$ cat src/rtl/fetch_ctrl.sv
// Fetch-stage sequencing controller: imem req/ready/rvalid handshake, PC enable/redirect, decode-stall hold.
// Optional performance counters are compiled in when FETCH_CTRL_PERF_EN is defined.
module fetch_ctrl #(
    parameter int unsigned WAIT_TIMEOUT = 15
) (
    input  logic        clk,
    input  logic        reset,
    input  logic        PCSrc_E,
    input  logic [63:0] PCBranch_E,
    input  logic        stall_D,
    input  logic        imem_ready,
    input  logic        imem_rvalid,
    output logic        imem_req,
    output logic        pc_en_F,
    output logic        PCSrc_F,
    output logic [63:0] PCBranch_F,
    output logic        instr_valid_F,
    output logic        flush_D,
    output logic        imem_err,
    output logic [31:0] perf_fetch,
    output logic [31:0] perf_stall,
    output logic [31:0] perf_redir
);
    localparam int unsigned CW = $clog2(WAIT_TIMEOUT + 1);

    typedef enum logic [1:0] {S_REQ, S_WAIT, S_HOLD} state_e;

    state_e        state_q, state_d;
    logic          pending_q, pending_d;
    logic [63:0]   target_q, target_d;
    logic [CW-1:0] wait_cnt_q, wait_cnt_d;
    logic [CW-1:0] wait_cnt_inc;
    logic          imem_err_q, imem_err_d;

    always_ff @(posedge clk) begin
        if (reset) begin
            state_q    <= S_REQ;
            pending_q  <= 1'b0;
            target_q   <= '0;
            wait_cnt_q <= '0;
            imem_err_q <= 1'b0;
        end else begin
            state_q    <= state_d;
            pending_q  <= pending_d;
            target_q   <= target_d;
            wait_cnt_q <= wait_cnt_d;
            imem_err_q <= imem_err_d;
        end
    end

    assign wait_cnt_inc = wait_cnt_q + CW'(1);

    always_comb begin
        state_d    = state_q;
        pending_d  = pending_q;
        target_d   = target_q;
        wait_cnt_d = wait_cnt_q;
        imem_err_d = imem_err_q;
        unique case (state_q)
            S_REQ: begin
                if (!PCSrc_E && imem_ready) begin
                    state_d    = S_WAIT;
                    wait_cnt_d = '0;
                end
            end
            S_WAIT: begin
                if (imem_rvalid) begin
                    pending_d = 1'b0;
                    if (pending_q || PCSrc_E || !stall_D) state_d = S_REQ;
                    else                                  state_d = S_HOLD;
                end else begin
                    // Only the first redirect seen during the wait is kept.
                    if (PCSrc_E && !pending_q) begin
                        pending_d = 1'b1;
                        target_d  = PCBranch_E;
                    end
                    wait_cnt_d = wait_cnt_inc;
                    if (wait_cnt_inc == CW'(WAIT_TIMEOUT)) begin
                        state_d    = S_REQ;
                        imem_err_d = 1'b1;
                    end
                end
            end
            S_HOLD: begin
                if (PCSrc_E || !stall_D) state_d = S_REQ;
            end
            default: state_d = S_REQ;
        endcase
    end

    always_comb begin
        imem_req      = 1'b0;
        pc_en_F       = 1'b0;
        PCSrc_F       = 1'b0;
        PCBranch_F    = '0;
        instr_valid_F = 1'b0;
        flush_D       = 1'b0;
        if (reset) begin
            imem_req = 1'b1;
        end else begin
            unique case (state_q)
                S_REQ: begin
                    if (PCSrc_E) begin
                        PCSrc_F    = 1'b1;
                        PCBranch_F = PCBranch_E;
                        pc_en_F    = 1'b1;
                        flush_D    = 1'b1;
                    end else begin
                        imem_req = 1'b1;
                    end
                end
                S_WAIT: begin
                    if (imem_rvalid) begin
                        if (pending_q || PCSrc_E) begin
                            PCSrc_F    = 1'b1;
                            PCBranch_F = pending_q ? target_q : PCBranch_E;
                            pc_en_F    = 1'b1;
                            flush_D    = 1'b1;
                        end else begin
                            instr_valid_F = 1'b1;
                            pc_en_F       = !stall_D;
                        end
                    end
                end
                S_HOLD: begin
                    if (PCSrc_E) begin
                        PCSrc_F    = 1'b1;
                        PCBranch_F = PCBranch_E;
                        pc_en_F    = 1'b1;
                        flush_D    = 1'b1;
                    end else begin
                        instr_valid_F = 1'b1;
                        pc_en_F       = !stall_D;
                    end
                end
                default: ;
            endcase
        end
    end

    assign imem_err = imem_err_q;

`ifdef FETCH_CTRL_PERF_EN
    logic [31:0] perf_fetch_q, perf_fetch_d;
    logic [31:0] perf_stall_q, perf_stall_d;
    logic [31:0] perf_redir_q, perf_redir_d;

    always_ff @(posedge clk) begin
        if (reset) begin
            perf_fetch_q <= '0;
            perf_stall_q <= '0;
            perf_redir_q <= '0;
        end else begin
            perf_fetch_q <= perf_fetch_d;
            perf_stall_q <= perf_stall_d;
            perf_redir_q <= perf_redir_d;
        end
    end

    always_comb begin
        perf_fetch_d = perf_fetch_q + {31'd0, instr_valid_F & pc_en_F};
        perf_stall_d = perf_stall_q + {31'd0, (state_q == S_HOLD) & stall_D};
        perf_redir_d = perf_redir_q + {31'd0, PCSrc_F};
    end

    assign perf_fetch = perf_fetch_q;
    assign perf_stall = perf_stall_q;
    assign perf_redir = perf_redir_q;
`else
    assign perf_fetch = '0;
    assign perf_stall = '0;
    assign perf_redir = '0;
`endif

endmodule

$ cat config.mk
export PLATFORM = sky130hd
export DESIGN_NAME = fetch_ctrl
export DESIGN_NICKNAME = d
export VERILOG_FILES = /design/src/rtl/fetch_ctrl.sv
export SDC_FILE = /design/constraint.sdc
export NUM_CORES = 1
export LEC_CHECK = 0
export BUFFER_PORTS_ARGS = -buffer_cell sky130_fd_sc_hd__buf_2
export CAP_MARGIN = 20
export CORE_ASPECT_RATIO = 1.75
export CORE_UTILIZATION = 40
export CTS_BUF_LIST = sky130_fd_sc_hd__clkbuf_2 sky130_fd_sc_hd__clkbuf_4 sky130_fd_sc_hd__clkbuf_8
export DETAILED_ROUTE_END_ITERATION = 8
export GPL_TIMING_DRIVEN = 0
export PLACE_DENSITY_LB_ADDON = 0.08
export SLEW_MARGIN = 20
export SYNTH_ARGS = -nofsm -noshare
export SYNTH_HDL_FRONTEND = slang
export SYNTH_SLANG_ARGS = --single-unit
$ cat constraint.sdc
create_clock -name clk -period 1.5 [get_ports clk]
set_input_delay 0 -clock clk [delete_from_list [all_inputs] [get_ports clk]]
set_output_delay 0 -clock clk [all_outputs]
set_load 0.005 [all_outputs]
# Word level (Yosys, flattened, before mapping)
# Index checks and enable logic that the tools add are counted.
[classes] n_addsub=1 n_eq_ne=7 muxes=34 bitwise=1 reduce_logical=17
[op_table] op="2-to-1 mux 64 bit" n=5
[op_table] op="case mux 64 bit (2 select lines)" n=1
[op_table] op="2-to-1 mux 1 bit" n=16
[op_table] op="AND reduction 3 bit" n=4
[op_table] op="2-to-1 mux 2 bit" n=5
[op_table] op="2-to-1 mux 4 bit" n=2
[op_table] op="case mux 4 bit (2 select lines)" n=1
[op_table] op="!= test 2 bit (second input constant)" n=3
[op_table] op="case mux 2 bit (3 select lines)" n=1
[op_table] op="adder 4 x 1 -> 4 bit (second input constant)" n=1
[op_table] op="equality test 4 bit (second input constant)" n=1
[op_table] op="case mux 1 bit (2 select lines)" n=2
[op_table] op="nonzero test 2 bit" n=2
[op_table] op="zero test 1 bit" n=3
[op_table] op="logical OR 1 bit" n=3
[op_table] op="!= test 3 bit (second input constant)" n=1
[op_table] op="case mux 1 bit (3 select lines)" n=1
[op_table] op="equality test 2 x 1 -> 1 bit (second input constant)" n=1
[op_table] op="equality test 2 bit (second input constant)" n=1
[op_table] op="logical AND 1 bit" n=2
[op_table] op="zero test 2 bit" n=1
[op_table] op="AND reduction 2 bit" n=1
[op_table] op="OR reduction 2 bit" n=1
[op_table] op="inverter 1 bit" n=1
[word_totals] register_bits=72 out_inout_bits=166 word_cells=65

# Logic depth before layout (Yosys ltp)
# Gate-level depths: netlist of run 1.
[depth] depth_word=5 depth_mapped=9

# Least setup slack after synthesis of run 1
# No wires, ideal clock.
[synth_timing] path_type="flip-flop to output port" from="register state_q[1]" to="output PCBranch_F[10]" arrival_time_ns=1.619 required_ns=1.500 path_slack_ns=-0.119 stages_incl_launch_ff=10 path_buffers=2 path_cell_list="dfxtp_1 > inv_1 > ha_1 > nand2_1 > nor2_1 > o31a_1 > buf_4 > buf_4 > a22oi_1 > nor2_1"
[synth_between] elab_chain_len=4
[synth_lines] element="start, declared" line_no="28" source="state_e state_q, state_d;"
[synth_lines] element="start signal, assigned" line_no="43" source="state_q <= state_d;"
[synth_lines] element="equality test 2 bit / zero test 2 bit (equally long branches)" line_no="101" source="unique case (state_q)"
[synth_lines] element="OR reduction 2 bit (no source line)"
[synth_lines] element="case mux 64 bit (2 select lines) *" line_no="101"
[synth_lines] element="2-to-1 mux 64 bit *" line_no="98" source="if (reset) begin"
[synth_lines] element="end, declared" line_no="16" source="output logic [63:0] PCBranch_F,"
# Every way passes the cells marked *; elsewhere a longest branch is shown, timed or not.

# Worst setup path in the final report of run 1
[layout_timing] from="register state_q[0]" to="output PCBranch_F[8]"
# The elaborated chain is that of the path after synthesis.

==> impl_metrics.prom, run 1 <==
# TYPE chip_impl_metric gauge
chip_impl_metric{name="cts_buf_count",unit=""} 9
chip_impl_metric{name="critPathRequiredTime",unit="ns"} 1.50
chip_impl_metric{name="power-per-cell-area",unit="nW/um2"} 785
chip_impl_metric{name="finalNetCount",unit=""} 1025
chip_impl_metric{name="drtAntennaViolNets",unit=""} 0
chip_impl_metric{name="synthesis.area",unit="um2"} 4400
chip_impl_metric{name="cts_num_sinks",unit=""} 72
chip_impl_info{name="holdCritPathClass",value="input port to register"} 1
chip_impl_metric{name="synth_seq_area_share",unit="%"} 32.8
chip_impl_metric{name="core_area",unit="um2"} 10700
chip_impl_metric{name="track_usage",unit="%"} 23.0
chip_impl_metric{name="grt_first_pass_wirelength",unit="um"} 20500
chip_impl_metric{name="level_count_of_the_clock_h_tree",unit=""} 3
chip_impl_info{name="violated_checks",value="negative setup slack"} 1
chip_impl_metric{name="grt_max_degree",unit=""} 12
chip_impl_metric{name="port_buffers",unit=""} 139
chip_impl_metric{name="die_width",unit="um"} 81.2
chip_impl_metric{name="finalWorstSetupSlack",unit="ns"} -0.801
chip_impl_metric{name="drt-pass1-iter-count",unit=""} 4
chip_impl_metric{name="synth_cell_types",unit=""} 30
chip_impl_metric{name="p_leak",unit="nW"} 3.64
chip_impl_metric{name="cp.arrival",unit="ns"} 2.30
chip_impl_metric{name="routed-via-count",unit=""} 5162
chip_impl_metric{name="gp_congestion",unit=""} 0.769
chip_impl_metric{name="rows",unit=""} 50
chip_impl_metric{name="finalNonFillerCells",unit=""} 1083
chip_impl_metric{name="clk_latency",unit="ns"} 0.36
chip_impl_metric{name="drt_drc_violations_left",unit=""} 0
chip_impl_info{name="rsz0062_at_grt",value="yes"} 1
chip_impl_metric{name="drt_iter0_markers",unit=""} 167
chip_impl_metric{name="synth.yosys.warnings",unit=""} 0
chip_impl_info{name="tritoncts_clock_tree",value="yes"} 1
chip_impl_metric{name="dp_cells",unit=""} 971
chip_impl_info{name="crit_path_start_kind",value="register"} 1
chip_impl_metric{name="hpwl_after_detailed_placement",unit="um"} 9270
chip_impl_metric{name="floorplan.die_area",unit="um2"} 11400
chip_impl_metric{name="clk_pin_slew",unit="ns"} 0.08
chip_impl_metric{name="number_of_antenna_violations_at_the_first_check_in_global_routing",unit=""} 0
chip_impl_metric{name="worst_ir_drop_vdd",unit="uV"} 1000
chip_impl_metric{name="finalWirelength",unit="um"} 15900
chip_impl_metric{name="dieHeight",unit="um"} 141
chip_impl_metric{name="crit_path_time_final",unit="ns"} 2.30
chip_impl_metric{name="whs_path_depth",unit=""} 3
chip_impl_metric{name="maxClockFrequency",unit="GHz"} 0.435
chip_impl_metric{name="report.final.setup_viol",unit=""} 140
chip_impl_metric{name="vias_per_cell",unit=""} 4.77
chip_impl_metric{name="diodes",unit=""} 0
chip_impl_metric{name="slew_viol_final",unit=""} 0
chip_impl_metric{name="setup_tns",unit="ns"} -76.03
chip_impl_metric{name="worst-r2r-setup-slack",unit="ns"} -0.50
chip_impl_metric{name="worst_slew_pin_slew",unit="ns"} 0.730
chip_impl_metric{name="fin_area",unit="um2"} 8210
chip_impl_info{name="clock-root-buffer",value="clkbuf_8"} 1
chip_impl_info{name="run_status",value="finished, violations left"} 1
chip_impl_metric{name="total_power",unit="mW"} 6.45
chip_impl_info{name="worstSetupPathType",value="register to primary output"} 1
chip_impl_metric{name="dpl-instance-area",unit="um2"} 5630
chip_impl_metric{name="final_layout_size_suffix_gt1_share",unit="%"} 54.5
chip_impl_metric{name="num_io_pins",unit=""} 236
chip_impl_info{name="end_kind",value="primary output"} 1
chip_impl_metric{name="synthCells",unit=""} 607
chip_impl_metric{name="yosys_reg_bits",unit=""} 72
chip_impl_metric{name="max_cap_violations",unit=""} 0
chip_impl_metric{name="hold_viol",unit=""} 0
chip_impl_metric{name="overflow_left_after_global_routing",unit=""} 0
chip_impl_metric{name="fin_util",unit="%"} 76.8
chip_impl_metric{name="fin_skew",unit="ns"} 0.00940
chip_impl_metric{name="timing.reg2reg.worst_path_depth",unit=""} 9
chip_impl_metric{name="initial_core_util",unit="%"} 41.1
chip_impl_metric{name="synth_area_per_cell",unit="um2"} 7.24
chip_impl_info{name="layout.cells.most_common",value="buf_2"} 1
chip_impl_metric{name="flow.area_growth_from_synthesis",unit="%"} 86.9
chip_impl_metric{name="average_wire_length_per_cell_after_detail_routing",unit="um"} 14.7
chip_impl_metric{name="vias_in_the_first_global_route",unit=""} 4377
chip_impl_info{name="most-common-layout-cells",value="buf_2, buf_4, conb_1"} 1
chip_impl_metric{name="relSlewSlack",unit="%"} 51.3
chip_impl_metric{name="critical_path.max_fanout",unit=""} 7
chip_impl_metric{name="ctsLongestPathBuffers",unit=""} 2
chip_impl_metric{name="final_min_period_over_clock_period",unit="%"} 153
-- cells in the mapped netlist --
library cell,number,area (um2)
a211oi_1,2,15.0
a21o_1,1,7.51
a21oi_1,71,355
a22oi_1,64,480
a31oi_1,1,6.26
and3_1,2,12.5
buf_1,3,11.3
buf_2,9,45.0
buf_4,104,781
buf_6,7,78.8
clkbuf_1,17,63.8
conb_1,1,3.75
dfxtp_1,72,1440
ha_1,7,87.6
inv_1,6,22.5
inv_2,1,3.75
mux2i_1,2,20.0
nand2_1,135,507
nand2b_1,5,31.3
nand3_1,2,10.0
nand4_1,1,6.26
nor2_1,76,285
nor2b_1,4,25.0
nor4b_1,2,17.5
o211ai_1,3,22.5
o21ai_0,4,20.0
o21ai_1,2,10.0
o31a_1,1,8.76
or2_2,1,6.26
or4b_1,1,10.0
-- metrics by stage --
stage                     setup WS, ns  hold slack [ns]
after floorplan               -0.00974           0.0334
after global placement          -0.589            0.255
after detailed placement        -0.572            0.260
after CTS                       -0.617           0.0214
after global routing            -0.824           0.0954
final                           -0.801           0.0656
-- repair_timing --
action / 4_1_cts / 5_1_grt
hold buffers: 66 / 0
gates resized for setup: 79 / 256
pin swaps: 32 / 156
endpoints found under the hold margin: 67 / 0
setup endpoints to repair: 138 / 139
cloned: 4 / 10
buffers inserted: 7 / 10
-- area by class of cell --
cell class | instances | area, um2
plain buffers | 139 | 1130
clock buffers | 12 | 146
clock inverters | 4 | 45.0
fillers | 789 | 2480
inverters | 7 | 32.5
multi-input cells | 483 | 3400
flip-flops and latches | 72 | 1450
well taps | 130 | 163
repair buffers | 236 | 1840
-- power by group --
| part | internal, mW | switching, mW | total, mW |
|---|---|---|---|
| Sequential | 2.02 | 0.141 | 2.16 |
| Clock | 0.817 | 0.733 | 1.55 |
| Combinational | 1.47 | 1.26 | 2.73 |
| Total | 4.31 | 2.13 | 6.45 |
-- state kept, by name (all words and copies together), names as in the netlist --
name / flops
state_q: 2
target_q: 64
pending_q: 1
wait_cnt_q: 4
imem_err: 1
-- kinds of logic after synthesis --
logic type / Yosys count / synth area share (%)
AOI/OAI and AO/OA: 149 / 21.1
adders and majority gates: 7 / 1.99
buffers and inverters: 147 / 22.9
DFF: 72 / 32.8
muxes: 2 / 0.455
and+or+nand+nor: 229 / 20.7
other: 1 / 0.0853
-- routing by layer --
| metal | vias to the layer above | wire length, um | track usage, % | part of all wire, % |
|---|---|---|---|---|
| met5 | - | 0 | 0 | 0 |
| met4 | 0 | 382 | 10.3 | 2.4 |
| met3 | 29 | 779 | 3.37 | 4.9 |
| met2 | 193 | 9080 | 43.1 | 57 |
| met1 | 2420 | 5690 | 24.3 | 36 |
| li1 | 2520 | - | - | - |
-- critical path, cell delays in order (launching register included) --
cell,delay [ns]
dfxtp_4,0.40
clkinvlp_4,0.17
ha_4,0.20
o31a_1,0.37
buf_8,0.20
buf_8,0.14
a22oi_2,0.21
nor2_1,0.09
buf_2,0.15
-- final timing paths --
path	to	start
worst max register to register	target_q[25]$_SDFFE_PP0P_	state_q[1]$_SDFFE_PP0P_
worst max-delay path	PCBranch_F[8]	state_q[0]$_SDFFE_PP0P_
worst min register to register	target_q[38]$_SDFFE_PP0P_	target_q[38]$_SDFFE_PP0P_
worst min-delay path	pending_q$_SDFFE_PP0P_	PCSrc_E
(Power assumes the default switching activity.)
==> run 2, diff against run 1 <==
clock period = 1.92 ns   (was 1.5 ns; I/O delays follow)
==> run 2 against run 1 <==
- the flow still finishes with violations (negative setup slack)
- die area did not move
- routed wire length fell by 16%
- core utilization fell by 12 points
- critical endpoint is now PCBranch_F[25]
- largest cell class unchanged
==> impl_metrics.prom, run 2 (same netlist as run 1, synthesis figures left out) <==
# TYPE chip_impl_metric gauge
chip_impl_info{name="layout.cells.most_common",value="buf_2"} 1
chip_impl_info{name="most-common-layout-cells",value="buf_2, nand2_1, buf_4"} 1
chip_impl_metric{name="critPathRequiredTime",unit="ns"} 1.92
chip_impl_info{name="holdCritPathClass",value="input port to register"} 1
chip_impl_metric{name="grt_first_pass_wirelength",unit="um"} 21000
chip_impl_metric{name="report.final.setup_viol",unit=""} 64
chip_impl_metric{name="register_area",unit="um2"} 1450
chip_impl_metric{name="multiInputGateArea",unit="um2"} 2590
chip_impl_metric{name="drt-pass1-iter-count",unit=""} 4
chip_impl_metric{name="critical_path.max_fanout",unit=""} 10
chip_impl_metric{name="cp.arrival",unit="ns"} 2.12
chip_impl_info{name="cp_cell_sequence",value="clkinvlp_4, ha_4, o31a_1, buf_6, buf_6, a22oi_2, nor2_1, buf_2"} 1
chip_impl_metric{name="number_of_antenna_violations_at_the_first_check_in_global_routing",unit=""} 0
chip_impl_metric{name="setup_tns",unit="ns"} -10.13
chip_impl_info{name="rsz0062_at_grt",value="yes"} 1
chip_impl_metric{name="fillers",unit=""} 965
chip_impl_metric{name="ctsLongestPathBuffers",unit=""} 2
chip_impl_metric{name="clk_pin_slew",unit="ns"} 0.07
chip_impl_metric{name="drtAntennaViolNets",unit=""} 0
chip_impl_metric{name="vias_in_the_first_global_route",unit=""} 4528
chip_impl_metric{name="initial_core_util",unit="%"} 41.1
chip_impl_metric{name="finalNetCount",unit=""} 1000
chip_impl_info{name="critPathSlowestCell",value="dfxtp_4"} 1
chip_impl_metric{name="p_leak",unit="nW"} 3.25
chip_impl_metric{name="overflow_left_after_global_routing",unit=""} 0
chip_impl_metric{name="die_width",unit="um"} 81.2
chip_impl_info{name="clock-root-buffer",value="clkbuf_8"} 1
chip_impl_metric{name="total_power",unit="mW"} 4.65
chip_impl_metric{name="flow.area_growth_from_synthesis",unit="%"} 57.5
chip_impl_metric{name="largest_register_ffs",unit=""} 64
chip_impl_info{name="violated_checks",value="negative setup slack"} 1
chip_impl_metric{name="crit_path_time_final",unit="ns"} 2.12
chip_impl_metric{name="floorplan.die_area",unit="um2"} 11400
chip_impl_metric{name="drt_iter0_markers",unit=""} 199
chip_impl_metric{name="relSlewSlack",unit="%"} 62.9
chip_impl_metric{name="dieHeight",unit="um"} 141
chip_impl_info{name="crit_path_start_kind",value="register"} 1
chip_impl_metric{name="max_cap_violations",unit=""} 0
chip_impl_metric{name="hold_viol",unit=""} 0
chip_impl_metric{name="drt_drc_violations_left",unit=""} 0
chip_impl_info{name="registers.top_by_ff_count",value="target_q"} 1
chip_impl_metric{name="rows",unit=""} 50
chip_impl_metric{name="core_area",unit="um2"} 10700
chip_impl_metric{name="diodes",unit=""} 0
chip_impl_metric{name="level_count_of_the_clock_h_tree",unit=""} 3
chip_impl_info{name="end_kind",value="primary output"} 1
chip_impl_info{name="reg.largest.list",value="target_q (64), wait_cnt_q (4), state_q (2)"} 1
chip_impl_info{name="run_status",value="finished, violations left"} 1
chip_impl_metric{name="track_usage",unit="%"} 23.5
chip_impl_metric{name="routed-via-count",unit=""} 4887
chip_impl_metric{name="average_wire_length_per_cell_after_detail_routing",unit="um"} 12.6
chip_impl_metric{name="fin_skew",unit="ns"} 0.00570
chip_impl_info{name="tritoncts_clock_tree",value="yes"} 1
chip_impl_metric{name="finalWorstSetupSlack",unit="ns"} -0.200
chip_impl_metric{name="power-per-cell-area",unit="nW/um2"} 672
chip_impl_metric{name="hold_slack",unit="ns"} 0.0477
chip_impl_metric{name="final_layout_size_suffix_gt1_share",unit="%"} 37.4
chip_impl_info{name="worstSetupPathType",value="register to primary output"} 1
chip_impl_metric{name="slew_viol_final",unit=""} 0
chip_impl_metric{name="num_io_pins",unit=""} 236
chip_impl_metric{name="vias_per_cell",unit=""} 4.62
chip_impl_metric{name="finalWirelength",unit="um"} 13400
chip_impl_metric{name="worst-r2r-setup-slack",unit="ns"} 0.09
chip_impl_metric{name="cts_buf_count",unit=""} 9
chip_impl_metric{name="cts_num_sinks",unit=""} 72
chip_impl_metric{name="fin_util",unit="%"} 64.7
chip_impl_metric{name="worst_ir_drop_vdd",unit="uV"} 695
chip_impl_metric{name="maxClockFrequency",unit="GHz"} 0.472
chip_impl_metric{name="clk_latency",unit="ns"} 0.36
chip_impl_metric{name="worst_slew_pin_slew",unit="ns"} 0.557
chip_impl_info{name="timing.critical_path.mode_cell",value="buf_6"} 1
chip_impl_metric{name="slowest_delay",unit="ns"} 0.39
chip_impl_metric{name="final_min_period_over_clock_period",unit="%"} 110
chip_impl_metric{name="gp_congestion",unit=""} 0.808
chip_impl_metric{name="port_buffers",unit=""} 139
chip_impl_metric{name="hpwl_after_detailed_placement",unit="um"} 9470
chip_impl_metric{name="grt_max_degree",unit=""} 13
==> run 2: changes by cell type in the layout (fill, tap and decap cells not counted), moves of 7 or more <==
cell / change
clkbuf_16: -10
nand2_1: +64
buf_8: -7
buf_12: -7
a22oi_2: -11
a21oi_1: +62
a22oi_1: +11
nand2_4: -60
a21oi_2: -62
==> run 2: critical path: cells and delay by family, from the launching register on <==
kind | cells | cell delay (ns)
buffers and inverters | 4 | 0.60
AND/OR/NAND/NOR | 1 | 0.07
adder cells (fa/ha/maj) | 1 | 0.20
flip-flops | 1 | 0.39
AO/OA/AOI/OAI | 2 | 0.50
==> run 2: layout make-up <==
type,instances,share of cell area [%]
clock buffers,11,2.10
plain buffers,139,15.0
flip-flops and latches,72,20.9
multi-input cells,483,37.4
clock inverters,5,1.50
repair buffers,211,20.2
inverters,7,0.470
well taps,130,2.35
==> run 2: final timing paths <==
path | endpoint | startpoint | depth (start not counted)
worst min register to register | target_q[38]$_SDFFE_PP0P_ | target_q[38]$_SDFFE_PP0P_ | 2
worst min-delay path | state_q[1]$_SDFFE_PP0P_ | stall_D | 5
worst max register to register | target_q[48]$_SDFFE_PP0P_ | state_q[1]$_SDFFE_PP0P_ | 8
worst max-delay path | PCBranch_F[25] | state_q[0]$_SDFFE_PP0P_ | 8
==> run 2: what timing repair did <==
item	in CTS	in global routing
hold endpoints to repair	67	0
hold buffers	66	0
gates resized for setup	51	44
buffers inserted	3	3
pin swaps	1	4
setup endpoints to repair	66	123
==> run 2: routing by layer <==
| layer | routed length, um | global-route usage [%] |
|---|---|---|
| met1 | 4900 | 24.1 |
| met2 | 7240 | 43.3 |
| met3 | 814 | 4.72 |
| met4 | 412 | 11.9 |
| met5 | 0 | 0 |
==> run 2: per-stage QoR <==
stage,instance area [um2],std cells,setup WS (ns)
6_report,6920,1058,-0.200
5_1_grt,6920,1058,-0.322
4_1_cts,6720,1055,-0.173
3_5_place_dp,5610,971,-0.333
3_3_place_gp,5610,971,-0.287
2_1_floorplan,4750,702,0.301
==> run 2: power by group <==
part | switching, mW | internal [mW] | leakage (nW) | total (mW)
combinational | 0.735 | 0.775 | 2.54 | 1.51
sequential | 0.0671 | 1.58 | 0.584 | 1.64
clock | 0.586 | 0.913 | 0.127 | 1.50
==> run 3, diff against run 2 <==
CORE_UTILIZATION = 42   (was 40)
SKIP_CTS_REPAIR_TIMING = 1   (was unset)
==> run 3 against run 2 <==
- final cell count shrank 0.66%
- global-route usage down 1.9 points
- fmax is 0.34% higher
- total power shrank 6.1%
- setup slack improved by 0.0071 ns
- critical path depth up 2
- critical path type unchanged
- the flow still finishes with violations (negative setup slack)
- sequential power is essentially flat
- non-clock buffer count is 4 lower
- first-iteration DRC count up 12%
- largest power group unchanged
- register-to-register slack better by 0.02 ns
- routed wire length fell by 2.3%
==> impl_metrics.prom, run 3 (same netlist as run 1, synthesis figures left out) <==
# TYPE chip_impl_metric gauge
chip_impl_metric{name="num_io_pins",unit=""} 236
chip_impl_metric{name="initial_core_util",unit="%"} 42.9
chip_impl_info{name="run_status",value="finished, violations left"} 1
chip_impl_metric{name="grt_first_pass_wirelength",unit="um"} 18400
chip_impl_metric{name="number_of_antenna_violations_at_the_first_check_in_global_routing",unit=""} 0
chip_impl_metric{name="clk_pin_slew",unit="ns"} 0.08
chip_impl_metric{name="finalNetCount",unit=""} 996
chip_impl_metric{name="overflow_left_after_global_routing",unit=""} 0
chip_impl_metric{name="clk_latency",unit="ns"} 0.36
chip_impl_metric{name="drtAntennaViolNets",unit=""} 0
chip_impl_info{name="cp_cell_sequence",value="inv_4, ha_4, nand2_4, nor2_2, o31a_1, buf_6, buf_6, a22oi_2, nor2_1, buf_2"} 1
chip_impl_metric{name="drt_iter0_markers",unit=""} 222
chip_impl_info{name="critPathLaunch",value="state_q[1]$_SDFFE_PP0P_"} 1
chip_impl_info{name="clock-root-buffer",value="clkbuf_8"} 1
chip_impl_metric{name="routed-via-count",unit=""} 4875
chip_impl_info{name="violated_checks",value="negative setup slack"} 1
chip_impl_metric{name="dieHeight",unit="um"} 137
chip_impl_metric{name="final_layout_size_suffix_gt1_share",unit="%"} 33.7
chip_impl_metric{name="flow.area_growth_from_synthesis",unit="%"} 51.5
chip_impl_metric{name="finalNonFillerCells",unit=""} 1051
chip_impl_metric{name="critPathRequiredTime",unit="ns"} 1.92
chip_impl_metric{name="fillers",unit=""} 958
chip_impl_metric{name="gp_congestion",unit=""} 0.789
chip_impl_metric{name="slew_viol_final",unit=""} 0
chip_impl_metric{name="critical_path.max_fanout",unit=""} 10
chip_impl_metric{name="slowest_delay",unit="ns"} 0.38
chip_impl_info{name="registers.top_by_ff_count",value="target_q"} 1
chip_impl_metric{name="dp_cells",unit=""} 968
chip_impl_metric{name="floorplan.die_area",unit="um2"} 10900
chip_impl_metric{name="hpwl_after_detailed_placement",unit="um"} 9320
chip_impl_metric{name="vias_per_cell",unit=""} 4.64
chip_impl_metric{name="total_power",unit="mW"} 4.37
chip_impl_metric{name="largest_register_ffs",unit=""} 64
chip_impl_metric{name="rows",unit=""} 49
chip_impl_metric{name="fin_util",unit="%"} 65.0
chip_impl_metric{name="max_cap_violations",unit=""} 0
chip_impl_info{name="timing.critical_path.mode_cell",value="buf_6"} 1
chip_impl_info{name="layout.cells.most_common",value="buf_2"} 1
chip_impl_metric{name="vias_in_the_first_global_route",unit=""} 3961
chip_impl_metric{name="crit_path_time_final",unit="ns"} 2.11
chip_impl_metric{name="power-per-cell-area",unit="nW/um2"} 656
chip_impl_metric{name="worst_slew_pin_slew",unit="ns"} 0.534
chip_impl_metric{name="die_width",unit="um"} 79.3
chip_impl_metric{name="hold_viol",unit=""} 0
chip_impl_metric{name="average_wire_length_per_cell_after_detail_routing",unit="um"} 12.4
chip_impl_info{name="reg.largest.list",value="target_q (64), wait_cnt_q (4), state_q (2)"} 1
chip_impl_metric{name="cp.arrival",unit="ns"} 2.11
chip_impl_metric{name="level_count_of_the_clock_h_tree",unit=""} 3
chip_impl_metric{name="cts_num_sinks",unit=""} 72
chip_impl_info{name="end_kind",value="primary output"} 1
chip_impl_metric{name="final_min_period_over_clock_period",unit="%"} 110
chip_impl_metric{name="relSlewSlack",unit="%"} 64.4
chip_impl_info{name="min_delay_startpoint",value="PCSrc_E"} 1
chip_impl_info{name="regToRegStartpoint",value="state_q[1]$_SDFFE_PP0P_"} 1
chip_impl_metric{name="finalWirelength",unit="um"} 13100
chip_impl_info{name="rsz0062_at_grt",value="yes"} 1
chip_impl_metric{name="drt_drc_violations_left",unit=""} 0
chip_impl_metric{name="diodes",unit=""} 0
chip_impl_metric{name="grt_max_degree",unit=""} 14
chip_impl_metric{name="track_usage",unit="%"} 21.6
chip_impl_info{name="holdCritPathClass",value="input port to register"} 1
chip_impl_info{name="tritoncts_clock_tree",value="yes"} 1
chip_impl_metric{name="core_area",unit="um2"} 10200
chip_impl_metric{name="hold_slack",unit="ns"} 0.0368
chip_impl_metric{name="report.final.setup_viol",unit=""} 64
chip_impl_metric{name="p_leak",unit="nW"} 3.18
chip_impl_metric{name="cts_buf_count",unit=""} 9
chip_impl_info{name="crit_path_start_kind",value="register"} 1
chip_impl_info{name="critPathSlowestCell",value="dfxtp_4"} 1
chip_impl_metric{name="finalWorstSetupSlack",unit="ns"} -0.193
chip_impl_info{name="most-common-layout-cells",value="buf_2, nand2_1, buf_4"} 1
chip_impl_metric{name="worst_ir_drop_vdd",unit="uV"} 424
chip_impl_metric{name="fin_skew",unit="ns"} 0.00660
chip_impl_info{name="worstSetupPathType",value="register to primary output"} 1
chip_impl_metric{name="drt-pass1-iter-count",unit=""} 5
chip_impl_metric{name="ctsLongestPathBuffers",unit=""} 2
chip_impl_metric{name="port_buffers",unit=""} 139
chip_impl_metric{name="maxClockFrequency",unit="GHz"} 0.473
## run 3: path summary, 6_finish.rpt
check,to,slack [ns],cells after the start
setup / recovery,PCBranch_F[6],-0.19,10
hold / removal,pending_q$_SDFFE_PP0P_,0.04,3
setup reg to reg,target_q[57]$_SDFFE_PP0P_,0.11,8
hold reg to reg,target_q[26]$_SDFFE_PP0P_,0.46,2
## run 3: critical path, delay by kind of cell, from the launching register on
kind,cells,cell delay (ns)
and+or+nand+nor,3,0.21
DFF,1,0.38
buffers and inverters,4,0.50
AOI/OAI and AO/OA,2,0.49
adders and majority gates,1,0.18
## run 3: per-stage QoR
| step | setup slack (ns) | instance area (um2) | TNS [ns] |
|---|---|---|---|
| final | -0.193 | 6660 | -8.53 |
| after global routing | -0.303 | 6660 | -14.75 |
| after CTS | -0.715 | 5830 | -38.51 |
| after detailed placement | -0.316 | 5610 | -13.21 |
| after global placement | -0.232 | 5610 | -8.97 |
| after floorplan | 0.301 | 4750 | 0 |
## run 3: routing by layer
layer  vias to the layer above  share of wire (%)  track usage, %  routed length (um)
met5                         -                  0               0                   0
met4                         0                2.2            8.48                 282
met3                        27                5.4            5.03                 704
met2                       160                 56            40.3                7260
met1                      2240                 37            23.1                4820
li1                       2448                  -               -                   -
## run 3: area by class of cell
class	count	area, um2	share of cell area, %
Multi-Input combinational cell	483	2420	36.4
Sequential cell	72	1450	21.8
Timing Repair Buffer	207	1370	20.6
Buffer	139	1010	15.2
Tap cell	127	159	2.39
Clock buffer	9	124	1.86
Clock inverter	7	96.3	1.45
Inverter	7	28.8	0.432
## run 3: power breakdown
group | internal, mW | switching [mW] | total, mW | leakage (nW)
clock | 0.730 | 0.604 | 1.33 | 0.101
sequential | 1.58 | 0.0576 | 1.63 | 0.584
combinational | 0.708 | 0.694 | 1.40 | 2.50
total | 3.02 | 1.36 | 4.37 | 3.18
